### config.mk
export PLATFORM = sky130hd
export DESIGN_NAME = dma_cmd_sequencer_flat
export DESIGN_NICKNAME = d
export VERILOG_FILES = /design/src/rtl/dma_cmd_sequencer_if.sv /design/src/rtl/dma_cmd_sequencer.sv /design/src/flat_wrapper.sv
export SDC_FILE = /design/constraint.sdc
export NUM_CORES = 1
export LEC_CHECK = 0
export BUFFER_PORTS_ARGS = -buffer_cell sky130_fd_sc_hd__buf_2
export CORE_ASPECT_RATIO = 1.75
export CORE_MARGIN = 4
export CORE_UTILIZATION = 55
export DETAILED_ROUTE_END_ITERATION = 12
export PLACE_DENSITY_LB_ADDON = 0.08
export SLEW_MARGIN = 20
export SYNTH_ARGS = -nofsm -noshare
export SYNTH_HDL_FRONTEND = slang
export SYNTH_SLANG_ARGS = --single-unit
### constraint.sdc
create_clock -name clk -period 6.1 [get_ports clk]
set_clock_uncertainty 0.15 [all_clocks]
set_input_delay 0.305 -clock clk [delete_from_list [all_inputs] [get_ports clk]]
set_output_delay 0.305 -clock clk [all_outputs]
set_load 0.01 [all_outputs]
### src/rtl/dma_cmd_sequencer_if.sv
// rtl/dma_cmd_sequencer_if.sv - descriptor, DMA CSR and completion signals of the DMA command sequencer
// master is the sequencer side; slave is the host/DMA side.
interface dma_cmd_sequencer_if #(
    parameter int ADDR_WIDTH = 48,
    parameter int LEN_WIDTH  = 24,
    parameter int ID_WIDTH   = 4,
    parameter int DEPTH      = 4
);
    logic                    desc_valid;
    logic                    desc_ready;
    logic [ADDR_WIDTH-1:0]   desc_src;
    logic [ADDR_WIDTH-1:0]   desc_dst;
    logic [LEN_WIDTH-1:0]    desc_len;
    logic [7:0]              desc_burst;
    logic [ID_WIDTH-1:0]     desc_id;
    logic                    flush;
    logic                    dma_csr_wr_en;
    logic [5:0]              dma_csr_addr;
    logic [63:0]             dma_csr_wdata;
    logic                    dma_start;
    logic                    dma_busy;
    logic                    dma_done;
    logic [$clog2(DEPTH):0]  q_level;
    logic                    cmpl_valid;
    logic [ID_WIDTH-1:0]     cmpl_id;
    logic                    cmpl_err;

    modport master (
        input  desc_valid, desc_src, desc_dst, desc_len, desc_burst, desc_id, flush,
        input  dma_busy, dma_done,
        output desc_ready, dma_csr_wr_en, dma_csr_addr, dma_csr_wdata, dma_start,
        output q_level, cmpl_valid, cmpl_id, cmpl_err
    );

    modport slave (
        output desc_valid, desc_src, desc_dst, desc_len, desc_burst, desc_id, flush,
        output dma_busy, dma_done,
        input  desc_ready, dma_csr_wr_en, dma_csr_addr, dma_csr_wdata, dma_start,
        input  q_level, cmpl_valid, cmpl_id, cmpl_err
    );
endinterface

### src/rtl/dma_cmd_sequencer.sv
// rtl/dma_cmd_sequencer.sv - descriptor FIFO that programs the DMA CSR bank, starts it and reports completion
// One descriptor in flight at a time; zero-length descriptors complete with err and never touch the DMA.
module dma_cmd_sequencer #(
    parameter int ADDR_WIDTH = 48,
    parameter int LEN_WIDTH  = 24,
    parameter int ID_WIDTH   = 4,
    parameter int DEPTH      = 4
) (
    input  logic                 clk,
    input  logic                 rst_b,
    dma_cmd_sequencer_if.master  bus
);
    localparam int PW = $clog2(DEPTH);
    localparam logic [PW:0] FULL = (PW+1)'(DEPTH);

    typedef enum logic [3:0] {
        IDLE, WR_SRC, WR_DST, WR_LEN, WR_BURST, WR_AUTO, START, WAIT_DONE, CMPL
    } state_t;

    state_t r_state;

    logic [ADDR_WIDTH-1:0] r_q_src   [DEPTH];
    logic [ADDR_WIDTH-1:0] r_q_dst   [DEPTH];
    logic [LEN_WIDTH-1:0]  r_q_len   [DEPTH];
    logic [7:0]            r_q_burst [DEPTH];
    logic [ID_WIDTH-1:0]   r_q_id    [DEPTH];

    logic [PW-1:0]         r_wr_ptr;
    logic [PW-1:0]         r_rd_ptr;
    logic [PW:0]           r_level;

    logic [ADDR_WIDTH-1:0] r_dst;
    logic [LEN_WIDTH-1:0]  r_len;
    logic [7:0]            r_burst;
    logic [ID_WIDTH-1:0]   r_id;

    logic w_push;
    logic w_pop;

    assign bus.desc_ready = (r_level != FULL);
    assign bus.q_level    = r_level;

    // flush wins over a simultaneous push; the pop is already blocked by flush.
    assign w_push = bus.desc_valid && bus.desc_ready && !bus.flush;
    assign w_pop  = (r_state == IDLE) && (r_level != '0) && !bus.flush;

    always_ff @(posedge clk) begin
        if (w_push) begin
            r_q_src[r_wr_ptr]   <= bus.desc_src;
            r_q_dst[r_wr_ptr]   <= bus.desc_dst;
            r_q_len[r_wr_ptr]   <= bus.desc_len;
            r_q_burst[r_wr_ptr] <= bus.desc_burst;
            r_q_id[r_wr_ptr]    <= bus.desc_id;
        end
    end

    always_ff @(posedge clk or negedge rst_b) begin
        if (!rst_b) begin
            r_wr_ptr <= '0;
            r_rd_ptr <= '0;
            r_level  <= '0;
        end else if (bus.flush) begin
            r_rd_ptr <= r_wr_ptr;
            r_level  <= '0;
        end else begin
            if (w_push) r_wr_ptr <= r_wr_ptr + PW'(1);
            if (w_pop)  r_rd_ptr <= r_rd_ptr + PW'(1);
            case ({w_push, w_pop})
                2'b10:   r_level <= r_level + (PW+1)'(1);
                2'b01:   r_level <= r_level - (PW+1)'(1);
                default: r_level <= r_level;
            endcase
        end
    end

    always_ff @(posedge clk or negedge rst_b) begin
        if (!rst_b) begin
            r_state           <= IDLE;
            r_dst             <= '0;
            r_len             <= '0;
            r_burst           <= '0;
            r_id              <= '0;
            bus.dma_csr_wr_en <= 1'b0;
            bus.dma_csr_addr  <= '0;
            bus.dma_csr_wdata <= '0;
            bus.dma_start     <= 1'b0;
            bus.cmpl_valid    <= 1'b0;
            bus.cmpl_id       <= '0;
            bus.cmpl_err      <= 1'b0;
        end else begin
            bus.dma_csr_wr_en <= 1'b0;
            bus.dma_start     <= 1'b0;
            bus.cmpl_valid    <= 1'b0;
            case (r_state)
                IDLE: begin
                    if (w_pop) begin
                        r_dst   <= r_q_dst[r_rd_ptr];
                        r_len   <= r_q_len[r_rd_ptr];
                        r_burst <= r_q_burst[r_rd_ptr];
                        r_id    <= r_q_id[r_rd_ptr];
                        if (r_q_len[r_rd_ptr] == '0) begin
                            bus.cmpl_valid <= 1'b1;
                            bus.cmpl_id    <= r_q_id[r_rd_ptr];
                            bus.cmpl_err   <= 1'b1;
                            r_state        <= CMPL;
                        end else begin
                            bus.dma_csr_wr_en <= 1'b1;
                            bus.dma_csr_addr  <= 6'h00;
                            bus.dma_csr_wdata <= 64'(r_q_src[r_rd_ptr]);
                            r_state           <= WR_SRC;
                        end
                    end
                end
                WR_SRC: begin
                    bus.dma_csr_wr_en <= 1'b1;
                    bus.dma_csr_addr  <= 6'h01;
                    bus.dma_csr_wdata <= 64'(r_dst);
                    r_state           <= WR_DST;
                end
                WR_DST: begin
                    bus.dma_csr_wr_en <= 1'b1;
                    bus.dma_csr_addr  <= 6'h02;
                    bus.dma_csr_wdata <= 64'(r_len);
                    r_state           <= WR_LEN;
                end
                WR_LEN: begin
                    bus.dma_csr_wr_en <= 1'b1;
                    bus.dma_csr_addr  <= 6'h03;
                    bus.dma_csr_wdata <= 64'(r_burst);
                    r_state           <= WR_BURST;
                end
                WR_BURST: begin
                    // auto_restart is always cleared so each descriptor runs exactly once.
                    bus.dma_csr_wr_en <= 1'b1;
                    bus.dma_csr_addr  <= 6'h04;
                    bus.dma_csr_wdata <= '0;
                    r_state           <= WR_AUTO;
                end
                WR_AUTO: begin
                    bus.dma_start <= 1'b1;
                    r_state       <= START;
                end
                START: r_state <= WAIT_DONE;
                WAIT_DONE: begin
                    if (bus.dma_done) begin
                        bus.cmpl_valid <= 1'b1;
                        bus.cmpl_id    <= r_id;
                        bus.cmpl_err   <= 1'b0;
                        r_state        <= CMPL;
                    end
                end
                CMPL:    r_state <= IDLE;
                default: r_state <= IDLE;
            endcase
        end
    end
endmodule

### src/flat_wrapper.sv
// flat-port wrapper written by rule: the top's interface ports become plain ports
module dma_cmd_sequencer_flat 
#(
    parameter int ADDR_WIDTH = 48,
    parameter int LEN_WIDTH  = 24,
    parameter int ID_WIDTH   = 4,
    parameter int DEPTH      = 4
)
  (clk, rst_b, bus_desc_valid, bus_desc_src, bus_desc_dst, bus_desc_len, bus_desc_burst, bus_desc_id, bus_flush, bus_dma_busy, bus_dma_done, bus_desc_ready, bus_dma_csr_wr_en, bus_dma_csr_addr, bus_dma_csr_wdata, bus_dma_start, bus_q_level, bus_cmpl_valid, bus_cmpl_id, bus_cmpl_err);
  dma_cmd_sequencer_if #(.ADDR_WIDTH(ADDR_WIDTH), .LEN_WIDTH(LEN_WIDTH), .ID_WIDTH(ID_WIDTH), .DEPTH(DEPTH)) bus_i ();
  input  logic clk;
  input  logic rst_b;
  input wire logic [$bits(bus_i.desc_valid)-1:0] bus_desc_valid;
  input wire logic [$bits(bus_i.desc_src)-1:0] bus_desc_src;
  input wire logic [$bits(bus_i.desc_dst)-1:0] bus_desc_dst;
  input wire logic [$bits(bus_i.desc_len)-1:0] bus_desc_len;
  input wire logic [$bits(bus_i.desc_burst)-1:0] bus_desc_burst;
  input wire logic [$bits(bus_i.desc_id)-1:0] bus_desc_id;
  input wire logic [$bits(bus_i.flush)-1:0] bus_flush;
  input wire logic [$bits(bus_i.dma_busy)-1:0] bus_dma_busy;
  input wire logic [$bits(bus_i.dma_done)-1:0] bus_dma_done;
  output wire logic [$bits(bus_i.desc_ready)-1:0] bus_desc_ready;
  output wire logic [$bits(bus_i.dma_csr_wr_en)-1:0] bus_dma_csr_wr_en;
  output wire logic [$bits(bus_i.dma_csr_addr)-1:0] bus_dma_csr_addr;
  output wire logic [$bits(bus_i.dma_csr_wdata)-1:0] bus_dma_csr_wdata;
  output wire logic [$bits(bus_i.dma_start)-1:0] bus_dma_start;
  output wire logic [$bits(bus_i.q_level)-1:0] bus_q_level;
  output wire logic [$bits(bus_i.cmpl_valid)-1:0] bus_cmpl_valid;
  output wire logic [$bits(bus_i.cmpl_id)-1:0] bus_cmpl_id;
  output wire logic [$bits(bus_i.cmpl_err)-1:0] bus_cmpl_err;
  assign bus_i.desc_valid = bus_desc_valid;
  assign bus_i.desc_src = bus_desc_src;
  assign bus_i.desc_dst = bus_desc_dst;
  assign bus_i.desc_len = bus_desc_len;
  assign bus_i.desc_burst = bus_desc_burst;
  assign bus_i.desc_id = bus_desc_id;
  assign bus_i.flush = bus_flush;
  assign bus_i.dma_busy = bus_dma_busy;
  assign bus_i.dma_done = bus_dma_done;
  assign bus_desc_ready = bus_i.desc_ready;
  assign bus_dma_csr_wr_en = bus_i.dma_csr_wr_en;
  assign bus_dma_csr_addr = bus_i.dma_csr_addr;
  assign bus_dma_csr_wdata = bus_i.dma_csr_wdata;
  assign bus_dma_start = bus_i.dma_start;
  assign bus_q_level = bus_i.q_level;
  assign bus_cmpl_valid = bus_i.cmpl_valid;
  assign bus_cmpl_id = bus_i.cmpl_id;
  assign bus_cmpl_err = bus_i.cmpl_err;
  dma_cmd_sequencer #(.ADDR_WIDTH(ADDR_WIDTH), .LEN_WIDTH(LEN_WIDTH), .ID_WIDTH(ID_WIDTH), .DEPTH(DEPTH)) u_core (.clk(clk), .rst_b(rst_b), .bus(bus_i));
endmodule
==> summary.md <==
| Metric | Value |
|---|---|
| Critical-path top delay cell | dfrtp_4 |
| Die width | 173 µm |
| Synth top area cells | edfxtp_1 60%, dfrtp_1 15%, mux4_2 11%, nand2_1 4.5%, o211ai_1 1.4% |
| PD cells | 434 nW/µm² |
| Status | finished, final reports clean |
| Area grow syn2layout | 18.5% |
| Post-layout instance area | 31100 µm² |
| First-pass DRT Iterations | 7 |
| Fillers | 3314 |
| Final WL | 59700 µm |
| P_leak | 11.5 nW |
| Clk buf depth | 3 |
| MaxCap Viol Count | 0 |
| Gr ovfl total | 0 |
| Worst path cell trace | mux4_2 > nor4_1 > and4_1 > a21oi_4 > o311a_1 |
| Initial antenna violation count | 3 |
| Main synth FF type | edfxtp_1 |
| Gr usage total | 23.4% |
| Final setup violation count | 0 |
| Crit path largest cell delay | 0.95 ns |
| Wirelength per Cell | 24.3 µm |
| Number of CTS-inserted buffers | 59 |
| Vias in the first global route | 15294 |
| Critical path arrival | 4.40 ns |
| DRC | 0 |
| Vias | 14376 |
| Rel. slew slack | 26.4% |
| Final Max Slew Viols | 0 |
| Cells after synthesis | 1489 |
| Core Rows | 105 |
| Crit path time final | 4.08 ns |
| Share of the synthesized area in the top cell type | 60.4% |
| RD Place Congestion | 0.830 |
| CTS clk-pin slew, worst paths | 0.06 ns |
| Worst-margin pin slew | 1.10 ns |
| Post-DRT Antenna Nets | 0 |
| Synth Area per Inst | 17.6 µm² |
| Crit path kind | reg -> reg |
| Crit path capture type | flop |
| CTS root buf | clkbuf_16 |
| Port Buffers | 199 |
| Starting density of the core | 55.8% |
| Setup TNS | 0 ns |
| Seq/Total Area, Yosys | 75.1% |
| Core ar. | 47000 µm² |
| Placed Area | 27700 µm² |
| I/O pin cnt | 220 |
| # nets final | 1959 |
| RSZ-0062 raised after global routing | no |
| Worst-skew pair later-pin latency | 0.59 ns |
| Critical path fanouts, max | 38 |
| Die area | 51400 µm² |
| First-pass GRT wire length | 93100 µm |
| Count of cell types in the netlist | 53 |
| Pin count of the biggest net entering global routing | 133 |
| Setup Buffers After CTS | 0 |
| Synth async-reset ratio | 22.6% |
| Mapped Area | 26200 µm² |
| Post-detail-place hpwl | 34600 µm |
| CTS tree | built |
| Startpoint Class | flop |
| Yosys warning count | 0 |
| Final hold viol count | 0 |
| Required @ worst endpoint | 6.42 ns |
| Max Freq | 0.245 GHz |
| Clock sink total | 682 |
| Synthesized flop and latch total | 682 |
| Post-synth top area cell | edfxtp_1 |
| Drt via density | 5.86 |
| # H-tree levels | 2 |
| Final worst path period share | 67.0% |
| Peak VDD IR | 0.316 mV |
| Die Ht | 297 µm |
| EDFF count, synth | 528 |
| Worst hold path class | in -> reg |
| Layout cell share with drive strength beyond 1 | 25.3% |
| 1st-iter DRT viols | 945 |
-- where the power goes --
part,internal [mW],switching (mW)
Clock,2.17,1.63
Sequential,5.84,0.520
Combinational,1.49,1.84
Total,9.50,3.99
-- cells by family after synthesis --
| family | share of synthesized area, % |
|---|---|
| AOI/OAI and AO/OA | 4.12 |
| xor gates and xnor gates | 0.234 |
| adders and majority gates | 0.267 |
| buffers and inverters | 2.24 |
| DFF | 75.1 |
| muxes | 12.1 |
| other | 0.0143 |
| and+or+nand+nor | 5.91 |
-- repair_timing --
item | in CTS | in global routing
gates resized for setup | 0 | 0
hold endpoints to repair | 631 | 0
hold buffers | 135 | 0
-- layer usage --
layer  vias up  track usage [%]  routed length, µm  share of wire [%]
met4         4             6.45               1500                2.5
met2       451             39.3              30100                 50
met5         -                0                 27              0.045
met1      7487             32.3              24600                 41
met3        91             4.05               3420                5.7
li1       6343                -                  -                  -
-- area by class of cell --
type | count | area, µm² | area share [%]
Clock inverter | 38 | 369 | 1.19
Sequential cell | 682 | 19700 | 63.4
Multi-Input combinational cell | 709 | 6040 | 19.4
Clock buffer | 73 | 1610 | 5.18
Timing Repair Buffer | 357 | 2600 | 8.35
Antenna cell | 1 | 2.50 | 0.00805
Tap cell | 588 | 736 | 2.37
Inverter | 7 | 26.3 | 0.0845
-- final timing paths --
kind | startpoint | end | slack, ns | cells past startpoint
max | u_core.r_rd_ptr[0] | u_core.bus.dma_csr_wdata[3] | 2.02 | 5
min | bus_desc_valid | u_core.r_wr_ptr[0] | 0.08 | 4
max reg2reg | u_core.r_rd_ptr[0] | u_core.bus.dma_csr_wdata[3] | 2.02 | 5
min reg2reg | u_core.r_dst[25] | u_core.r_dst[25] | 0.33 | 2
max in group asynchronous | rst_b | u_core.bus.dma_csr_wdata[12] | 4.07 | 3
min in group asynchronous | rst_b | u_core.r_wr_ptr[1] | 0.29 | 2
-- sequential cells by signal (all words and copies together), names as in the netlist, 8 cells and up --
signal / count
u_core.r_q_burst: 32
u_core.r_burst: 8
u_core.r_q_id: 16
u_core.r_q_src: 192
u_core.r_dst: 48
u_core.bus.dma_csr_wdata: 48
u_core.r_q_len: 96
u_core.r_q_dst: 192
u_core.r_len: 24
-- critical path, delay by kind of cell, from the launching register on --
kind | cells | cell delay (ns)
AOI/OAI and AO/OA | 2 | 0.86
DFF | 1 | 0.95
muxes | 1 | 0.62
and+or+nand+nor | 2 | 1.35
-- Yosys cell counts (3+ instances only) --
master    count
ha_1          4
and2_1        5
nand2_1     315
nor4_2        3
nor3_1        3
inv_1         7
mux2_2        4
a311o_1       5
buf_1         7
buf_6         7
a221oi_1     16
clkbuf_1     60
o311a_1       3
mux2i_1      10
dfrtp_1     154
xor2_1        3
nor4_1        3
nor2_1       42
o21ai_0      12
o211ai_1     49
edfxtp_1    528
buf_4        22
xnor2_1       4
mux4_2      132
mux2_4        4
a21oi_1      15
buf_2        13
a211oi_1     32
-- cell usage in the layout (no fill, tap or decap), types with 16 or more instances in the layout --
| cell type | n |
|---|---|
| dfrtp_1 | 152 |
| clkbuf_16 | 61 |
| o211ai_1 | 49 |
| a221oi_1 | 16 |
| a211oi_1 | 32 |
| buf_4 | 18 |
| nand2_1 | 315 |
| nor2_1 | 42 |
| mux4_2 | 132 |
| edfxtp_1 | 528 |
| conb_1 | 19 |
| buf_2 | 198 |
| dlygate4sd3_1 | 135 |
-- stage by stage --
stage / power [mW] / std cells / hold slack, ns / setup WS, ns / utilization (%)
after floorplan: 8.61 / 1507 / -0.141 / 1.15 / -
after global placement: 9.65 / 2207 / 0.308 / 1.94 / 59.0
after detailed placement: 9.73 / 2207 / 0.312 / 1.93 / 59.0
after CTS: 13.6 / 2453 / 0.0560 / 1.92 / 66.0
after global routing: 14.1 / 2455 / 0.0884 / 1.75 / 66.1
final: 13.5 / 2455 / 0.0845 / 2.02 / 66.1
(Power assumes the default switching activity.)
